===== src/rtl/adc_waveform_sequencer.sv =====
// ADC waveform sequencer: on a trigger, stores N waveforms of L samples each,
// separated by gaps timed by an external registered gap counter.
// Optional feature macro: ADC_SEQ_OVERRUN_CNT_EN adds the overrun_cnt port,
// a saturating count of triggers rejected while a burst is in progress.
module adc_waveform_sequencer #(
    parameter int unsigned LEN_W  = 12,
    parameter int unsigned NWFM_W = 8
) (
    input  logic              clk,
    input  logic              rst_n,
    input  logic              trigger,
    input  logic              abort,
    input  logic [LEN_W-1:0]  waveform_length,
    input  logic [NWFM_W-1:0] num_waveforms,
    input  logic              gap_at_zero,
    output logic              gap_init,
    output logic              gap_enable,
    output logic              wfm_write_en,
    output logic              wfm_start,
    output logic              wfm_last,
    output logic [NWFM_W-1:0] wfm_index,
    output logic              busy,
    output logic              done
`ifdef ADC_SEQ_OVERRUN_CNT_EN
    ,
    output logic [7:0]        overrun_cnt
`endif
);

    typedef enum logic [2:0] {
        IDLE     = 3'd0,
        ACQ      = 3'd1,
        GAP_ARM  = 3'd2,
        GAP_WAIT = 3'd3,
        DONE     = 3'd4
    } state_t;

    state_t            state, state_nxt;
    logic              arm_first, arm_first_nxt;
    logic [LEN_W-1:0]  len_m1, len_m1_nxt;
    logic [LEN_W-1:0]  sample_cnt, sample_cnt_nxt;
    logic [NWFM_W-1:0] nwfm_m1, nwfm_m1_nxt;
    logic [NWFM_W-1:0] index_nxt;
    logic              gap_init_nxt, gap_enable_nxt, write_en_nxt;
    logic              start_nxt, last_nxt, busy_nxt, done_nxt;

    // Next-state and next-output decode; outputs are registered from these
    always_comb begin
        state_nxt      = state;
        arm_first_nxt  = 1'b0;
        len_m1_nxt     = len_m1;
        nwfm_m1_nxt    = nwfm_m1;
        sample_cnt_nxt = sample_cnt;
        index_nxt      = wfm_index;
        start_nxt      = 1'b0;
        last_nxt       = 1'b0;
        gap_init_nxt   = 1'b0;

        case (state)
            IDLE: begin
                if (trigger) begin
                    sample_cnt_nxt = '0;
                    index_nxt      = '0;
                    if (waveform_length == '0 || num_waveforms == '0) begin
                        state_nxt = DONE;
                    end else begin
                        state_nxt   = ACQ;
                        len_m1_nxt  = waveform_length - LEN_W'(1);
                        nwfm_m1_nxt = num_waveforms - NWFM_W'(1);
                        start_nxt   = 1'b1;
                        last_nxt    = (waveform_length == LEN_W'(1));
                    end
                end
            end
            ACQ: begin
                if (sample_cnt == len_m1) begin
                    if (wfm_index == nwfm_m1) begin
                        state_nxt = DONE;
                    end else begin
                        state_nxt     = GAP_ARM;
                        arm_first_nxt = 1'b1;
                        gap_init_nxt  = 1'b1;
                    end
                end else begin
                    sample_cnt_nxt = sample_cnt + LEN_W'(1);
                    last_nxt       = (sample_cnt_nxt == len_m1);
                end
            end
            GAP_ARM: begin
                // gap_at_zero still reflects the previous load here; wait it out
                if (!arm_first) begin
                    state_nxt = GAP_WAIT;
                end
            end
            GAP_WAIT: begin
                if (gap_at_zero) begin
                    state_nxt      = ACQ;
                    index_nxt      = wfm_index + NWFM_W'(1);
                    sample_cnt_nxt = '0;
                    start_nxt      = 1'b1;
                    last_nxt       = (len_m1 == '0);
                end
            end
            DONE: begin
                state_nxt = IDLE;
            end
            default: begin
                state_nxt = IDLE;
            end
        endcase

        // Abort wins over everything, including a trigger in the same cycle
        if (abort && state != IDLE) begin
            state_nxt     = IDLE;
            arm_first_nxt = 1'b0;
            start_nxt     = 1'b0;
            last_nxt      = 1'b0;
            gap_init_nxt  = 1'b0;
        end

        if (state_nxt == IDLE) begin
            index_nxt = '0;
        end

        write_en_nxt   = (state_nxt == ACQ);
        gap_enable_nxt = (state_nxt == GAP_ARM) || (state_nxt == GAP_WAIT);
        busy_nxt       = (state_nxt != IDLE);
        done_nxt       = (state_nxt == DONE);
    end

    // State, latched burst parameters and registered outputs
    always_ff @(posedge clk or negedge rst_n) begin
        if (!rst_n) begin
            state        <= IDLE;
            arm_first    <= 1'b0;
            len_m1       <= '0;
            nwfm_m1      <= '0;
            sample_cnt   <= '0;
            wfm_index    <= '0;
            gap_init     <= 1'b0;
            gap_enable   <= 1'b0;
            wfm_write_en <= 1'b0;
            wfm_start    <= 1'b0;
            wfm_last     <= 1'b0;
            busy         <= 1'b0;
            done         <= 1'b0;
        end else begin
            state        <= state_nxt;
            arm_first    <= arm_first_nxt;
            len_m1       <= len_m1_nxt;
            nwfm_m1      <= nwfm_m1_nxt;
            sample_cnt   <= sample_cnt_nxt;
            wfm_index    <= index_nxt;
            gap_init     <= gap_init_nxt;
            gap_enable   <= gap_enable_nxt;
            wfm_write_en <= write_en_nxt;
            wfm_start    <= start_nxt;
            wfm_last     <= last_nxt;
            busy         <= busy_nxt;
            done         <= done_nxt;
        end
    end

`ifdef ADC_SEQ_OVERRUN_CNT_EN
    localparam int unsigned OVR_W = 8;

    logic [OVR_W-1:0] overrun_nxt;

    // Count triggers that arrive while a burst is active, saturating at max
    always_comb begin
        overrun_nxt = overrun_cnt;
        if (trigger && state != IDLE && overrun_cnt != {OVR_W{1'b1}}) begin
            overrun_nxt = overrun_cnt + OVR_W'(1);
        end
    end

    // Overrun counter register, cleared only by reset
    always_ff @(posedge clk or negedge rst_n) begin
        if (!rst_n) begin
            overrun_cnt <= '0;
        end else begin
            overrun_cnt <= overrun_nxt;
        end
    end
`endif

endmodule


===== config.mk =====
export PLATFORM = sky130hd
export DESIGN_NAME = adc_waveform_sequencer
export DESIGN_NICKNAME = d
export VERILOG_FILES = /design/src/rtl/adc_waveform_sequencer.sv
export SDC_FILE = /design/constraint.sdc
export NUM_CORES = 1
export LEC_CHECK = 0
export CORE_ASPECT_RATIO = 1.1
export CORE_UTILIZATION = 51
export DETAILED_ROUTE_END_ITERATION = 12
export HOLD_SLACK_MARGIN = 0.12
export PLACE_DENSITY = 0.75
export SYNTH_ARGS = -nofsm -noshare
export SYNTH_HDL_FRONTEND = slang
export SYNTH_SLANG_ARGS = --single-unit

===== constraint.sdc =====
create_clock -name clk -period 4.7 [get_ports clk]
set_input_delay 0.705 -clock clk [delete_from_list [all_inputs] [get_ports clk]]
set_output_delay 0.705 -clock clk [all_outputs]
set_load 0.05 [all_outputs]

==> results of run 1 <==
## path summary, 6_finish.rpt
| check | from | endpoint | slack [ns] | depth (start not counted) |
|---|---|---|---|---|
| max | trigger | wfm_index[7] | 2.03 | 7 |
| min | rst_n | sample_cnt[4] | 0.48 | 2 |
| min reg2reg | nwfm_m1[6] | nwfm_m1[6] | 0.51 | 2 |
| max in group asynchronous | rst_n | len_m1[1] | 3.81 | 2 |
| max reg2reg | state[0] | wfm_index[7] | 2.32 | 6 |
| min in group clk | nwfm_m1[6] | nwfm_m1[6] | 0.51 | 2 |
## Yosys cell counts, drive strengths merged, types with 2 or more instances
cell type	n
nand2b	3
and4b	3
nor3	12
dfrtp	50
nand3	7
or2	7
a21o	2
a31oi	2
xor2	27
o21ai	36
nor4	9
buf	6
inv	10
a21oi	19
nand4	11
o31ai	2
nand3b	2
or3	10
and3	5
nand2	43
or4	2
and4	2
and2	2
xnor2	21
nor2	19
o22ai	2
clkbuf	5
ha	7
## registers in the layout, indices dropped and copies added (netlist names)
name	count
sample_cnt	12
nwfm_m1	8
wfm_start	1
wfm_write_en	1
len_m1	12
arm_first	1
wfm_last	1
busy	1
state	3
wfm_index	8
gap_enable	1
done	1
## worst reg2reg max path, cell delays in order (launching register included)
cell and delay (ns):
dfrtp_1 0.50, nand2b_4 0.20, or2_2 0.30, a21oi_2 0.50, nand4_1 0.28, or3_1 0.40
a21oi_1 0.15
## layout by cell type, fill, tap and decap left out, types with 5 or more instances in the layout
cell type | synthesis | routed
clkbuf_8 | 0 | 6
xnor2_1 | 21 | 21
nand4_1 | 11 | 11
nor4_1 | 9 | 9
nand2_1 | 43 | 43
nor3_1 | 12 | 12
o21ai_0 | 35 | 35
and3_1 | 5 | 5
clkdlybuf4s50_1 | 0 | 38
ha_1 | 7 | 7
a21oi_1 | 18 | 18
or2_2 | 6 | 6
dfrtp_1 | 50 | 50
nand3_1 | 7 | 7
inv_1 | 10 | 10
or3_1 | 10 | 10
nor2_1 | 19 | 19
xor2_1 | 27 | 27
## where the power goes
part,internal (uW),switching [uW]
sequential,542,117
clock,121,145
combinational,259,362
total,923,624
## layout make-up
class	count	area [sq um]	share of cell area
Clock buffer	6	82.58	0.02321
Clock inverter	2	16.27	0.004571
Inverter	10	37.54	0.01055
Multi-Input combinational cell	266	1674	0.4705
Sequential cell	50	1251	0.3516
Tap cell	77	96.34	0.02707
Timing Repair Buffer	41	400.4	0.1125
## through the flow
step / util / worst slack [ns]
floorplan: - / 2.741
global placement: 0.6034 / 1.790
detailed placement: 0.6034 / 1.717
CTS: 0.6207 / 2.038
global route: 0.6207 / 1.884
finish: 0.6207 / 2.026
## per-layer routing
| layer | vias up | routed length, um |
|---|---|---|
| li1 | 1269 | - |
| met4 | 0 | 126 |
| met2 | 76 | 3002 |
| met1 | 1185 | 2962 |
| met5 | - | 0 |
| met3 | 14 | 288 |
## kinds of logic after synthesis
group | after synthesis | share of synthesized area
xor+xnor | 48 | 0.1390
simple gates | 140 | 0.2449
fa+ha+maj | 7 | 0.02896
flops | 50 | 0.4137
buf+inv | 21 | 0.03269
compound gates | 71 | 0.1407
==> summary.txt, run 1 <==
Outcome
  • Status: finished clean

Detailed routing
  • Vias per cell: 5.628
  • Final wirelength: 6379 um
  • Via count: 2544
  • Remaining antenna violation count: 0
  • Number of remaining DRC errors: 0
  • DRT iter0 DRCs: 216
  • Drt pass-1 iters: 4
  • WL per Instance: 14.11 um

Finish
  • Layout cells sized above 1: 0.06667
  • ANT cells: 0
  • Nets: 406
  • Final Cell Area: 3558 sq um
  • Area Growth Syn to Fin: 17.67%
  • Fill count: 544
  • Fin cells: 452

Synthesis
  • Post-synthesis sequential area ratio: 0.4137
  • Top FF cell, synth: dfrtp_1
  • Yosys warning total: 0
  • Post-synth top area share: 0.4137
  • Synth unique cells: 46
  • Syn_area_per_cell: 8.974 sq um
  • Dominant cell type by area after synthesis: dfrtp_1
  • Cell Area, Synth: 3024 sq um
  • Number of synthesized flops with an enable pin: 0
  • Synth top area cells: dfrtp_1, xor2_1, xnor2_1, o21ai_0, nand2_1
  • Ys async rst share: 1.000
  • Syn nets: 369
  • Synth Register Bits: 50
  • Cells after synthesis: 337

Critical path
  • Crit path required time: 4.94 ns
  • Crit start category: input pin
  • CP max stage delay: 0.52 ns
  • Setup CP Type: in -> reg
  • CP max-delay cell: clkdlybuf4s50_1
  • CP top delay family: simple AND/OR/NAND/NOR gates
  • WP data arrival: 2.91 ns
  • Buf+Inv Stages, Crit Path: 1
  • Worst Setup End Kind: flop
  • CP cell instances: clkdlybuf4s50_1, nand2b_4, or2_2, a21oi_2, nand4_1, or3_1, a21oi_1
  • Crit Path Max Fanout: 12

Hold path
  • Worst Hold Class: in -> async

Global route
  • Vias in the first global route: 2273
  • Most Crowded Layer GR: met2
  • Pin count of the biggest net entering global routing: 51
  • Met1 Resource Use GR: 0.3060
  • GR Util met2: 0.3482
  • Total GRT Usage: 0.2217
  • Aggregate global routing overflow: 0
  • First-pass GRT wire length: 10360 um
  • Initial antenna violation count: 0
  • Met3 usage: 0.03398

Clock network
  • Hold_buf cts: 0
  • Clock sink count: 50
  • Worst-Skew Late Latency: 0.30 ns
  • Root buffer cell: clkbuf_8
  • Post-cts repair resize count: 0
  • Number of CTS-inserted buffers: 5
  • Worst-path clk slew: 0.09 ns
  • CTS tree: built
  • Max Buffers Root-to-Sink: 2
  • H-tree Lvls: 2
  • Setup bufs post-CTS: 0

Run
  • Max Cap Violations: 0

STA
  • F_max: 373.9 MHz
  • Worst hold slack: 0.4771 ns
  • Tmin final: 2.674 ns
  • Worst-margin pin slew: 0.6092 ns
  • Count of final max-slew check failures: 0
  • Worst Skew: 0.007074 ns
  • Fin. Hold Viols: 0
  • Unrepaired setup endpoints after global routing: no
  • TNS Setup: 0 ns
  • Period utilization: 0.5690
  • Final setup viols: 0
  • Slew Limit Headroom: 0.5939

Placement
  • # port buffers: 39
  • Dpl cell area: 3460 sq um
  • Placed insts: 444
  • DP HPWL: 4902 um
  • Routability cong.: 0.8764

Pwr
  • Max VDD drop: 0.2136 mV
  • PD cells: 434.8 nW/um^2
  • Design Power: 1547 uW
  • Leak pwr: 0.001457 uW

Die
  • # rows: 29
  • Die width: 75.42 um
  • Io pins: 40
  • Core Area: 5733 sq um
  • Die height: 82.76 um
  • Full die area: 6242 sq um
  • Initial Util: 0.5275
Power figures use the tool's default switching activity.
==> run 2, diff against run 1 <==
--- a/config.mk
+++ b/config.mk
@@ -6,10 +6,10 @@
 export NUM_CORES = 1
 export LEC_CHECK = 0
 export CORE_ASPECT_RATIO = 1.1
-export CORE_UTILIZATION = 51
+export CORE_UTILIZATION = 50
 export DETAILED_ROUTE_END_ITERATION = 12
 export HOLD_SLACK_MARGIN = 0.12
-export PLACE_DENSITY = 0.75
+export PLACE_DENSITY = 0.76
 export SYNTH_ARGS = -nofsm -noshare
 export SYNTH_HDL_FRONTEND = slang
 export SYNTH_SLANG_ARGS = --single-unit
==> constraint.sdc (replaced) <==
create_clock -name clk -period 2.2 [get_ports clk]
set_input_delay 0.33 -clock clk [delete_from_list [all_inputs] [get_ports clk]]
set_output_delay 0.33 -clock clk [all_outputs]
set_load 0.05 [all_outputs]
==> summary.txt, run 2 (synthesis results as in run 1) <==
Outcome
  • Status: finished clean

Clock network
  • Max Buffers Root-to-Sink: 2
  • Number of CTS-inserted buffers: 5
  • Root buffer cell: clkbuf_8
  • Worst-path clk slew: 0.09 ns
  • H-tree Lvls: 2
  • Clock sink count: 50
  • CTS tree: built
  • Worst-Skew Late Latency: 0.30 ns

Finish
  • Biggest regs: len_m1 x12, sample_cnt x12
  • Layout cells sized above 1: 0.1275
  • Most frequent cells in the layout: dfrtp_1, nand2_1, clkdlybuf4s50_1, o21ai_0, xor2_1
  • Fin cells: 477
  • Final Cell Area: 3767 sq um
  • Nets: 432
  • Reg area: 1251 sq um
  • ANT cells: 0
  • Area of the multi-input gates: 1689 sq um
  • Most common cell after layout, fill and taps aside: dfrtp_1
  • Area Growth Syn to Fin: 24.58%
  • Fill count: 490

Die
  • # rows: 29
  • Core Area: 5806 sq um
  • Full die area: 6363 sq um
  • Die height: 83.57 um
  • Io pins: 40
  • Die width: 76.15 um
  • Initial Util: 0.5209

Pwr
  • Max VDD drop: 0.5027 mV
  • Leak pwr: 0.001592 uW
  • PD cells: 922.0 nW/um^2
  • Design Power: 3473 uW

STA
  • F_max: 485.9 MHz
  • Slew Limit Headroom: 0.6521
  • Setup ws final: 0.1418 ns
  • Tmin final: 2.058 ns
  • Worst Skew: 0.005230 ns
  • Fin. Hold Viols: 0
  • Final setup viols: 0
  • Unrepaired setup endpoints after global routing: no
  • TNS Setup: 0 ns
  • Period utilization: 0.9356
  • Count of final max-slew check failures: 0
  • Worst-margin pin slew: 0.5171 ns

Detailed routing
  • Vias per cell: 5.610
  • Via count: 2676
  • Remaining antenna violation count: 0
  • DRT iter0 DRCs: 181
  • Final wirelength: 6876 um
  • Number of remaining DRC errors: 0
  • WL per Instance: 14.42 um
  • Drt pass-1 iters: 6

Run
  • Max Cap Violations: 0

Placement
  • # port buffers: 39
  • Placed insts: 467
  • Routability cong.: 0.8790
  • Dpl cell area: 3645 sq um
  • Dpl ws: -0.004016 ns
  • DP HPWL: 5325 um

Critical path
  • Reg2reg end: sample_cnt[6]
  • Worst Setup EP: sample_cnt[6]
  • Setup CP Type: reg -> reg
  • Crit start category: flop
  • Crit path required time: 2.43 ns
  • WP data arrival: 2.28 ns
  • R2R Path Start: sample_cnt[0]
  • Worst Setup End Kind: flop
  • CP startpoint: sample_cnt[0]
  • Worst Reg-to-Reg Cells: 7
  • Crit Path Max Fanout: 13
  • R2R Setup Slk: 0.14 ns

Hold path
  • Worst Hold Class: reg -> reg

Global route
  • Aggregate global routing overflow: 0
  • Total GRT Usage: 0.2313
  • First-pass GRT wire length: 11870 um
  • Vias in the first global route: 2520
  • Initial antenna violation count: 0
  • Pin count of the biggest net entering global routing: 51
[run 2: power breakdown]
part | switching, uW | internal (uW)
clock network | 315 | 221
registers | 232 | 1160
logic | 852 | 696
[run 2: critical path: stages, from the launching register on]
cell and delay [ns]:
dfrtp_1 0.47, xnor2_1 0.28, and4b_1 0.26, nand3_1 0.14, o2111ai_4 0.41, buf_4 0.22, a21oi_1 0.04, o21ai_0 0.16
[run 2: worst min-delay path by stage]
stage	end	slack, ns	from	cells past startpoint
2_1_floorplan	arm_first	0.03	rst_n	0
3_3_place_gp	sample_cnt[6]	0.34	rst_n	2
3_5_place_dp	sample_cnt[0]	0.34	rst_n	2
4_1_cts	nwfm_m1[2]	0.51	nwfm_m1[2]	2
5_1_grt	nwfm_m1[6]	0.53	nwfm_m1[6]	2
6_report	nwfm_m1[2]	0.51	nwfm_m1[2]	2
[run 2: what timing repair did]
action,in CTS,in global routing
resized for setup,0,2
setup buffers,0,2
hold buffers,1,0
endpoints found under the hold margin,50,0
setup endpoints to repair,0,12
[run 2: stage by stage]
stage | utilization | hold slack (ns)
finish | 0.6489 | 0.5072
floorplan | - | 0.03441
CTS | 0.6438 | 0.5104
detailed placement | 0.6278 | 0.3374
global placement | 0.6278 | 0.3369
global route | 0.6489 | 0.5287
[run 2: layer usage]
metal | vias to the layer above | global-route usage | part of all wire
met1 | 1260 | 0.3177 | 0.47
met3 | 10 | 0.03060 | 0.049
met4 | 0 | 0.06119 | 0.015
met2 | 87 | 0.3860 | 0.47
met5 | - | 0 | 0
li1 | 1319 | - | -
[run 2: final cells by class]
| cell class | instances | share of cell area |
|---|---|---|
| Clock buffer | 5 | 0.01827 |
| Clock inverter | 2 | 0.003653 |
| Inverter | 10 | 0.009963 |
| Multi-Input combinational cell | 266 | 0.4484 |
| Sequential cell | 50 | 0.3321 |
| Tap cell | 77 | 0.02557 |
| Timing Repair Buffer | 67 | 0.1621 |
==> run 3, diff against run 2 <==
--- a/config.mk
+++ b/config.mk
@@ -7,9 +7,11 @@
 export LEC_CHECK = 0
 export CORE_ASPECT_RATIO = 1.1
 export CORE_UTILIZATION = 50
+export CTS_CLUSTER_SIZE = 24
 export DETAILED_ROUTE_END_ITERATION = 12
 export HOLD_SLACK_MARGIN = 0.12
 export PLACE_DENSITY = 0.76
+export SLEW_MARGIN = 40
 export SYNTH_ARGS = -nofsm -noshare
 export SYNTH_HDL_FRONTEND = slang
 export SYNTH_SLANG_ARGS = --single-unit
==> results of run 3 <==
The final DEF is identical to that of run 2; final timing and power are the same.
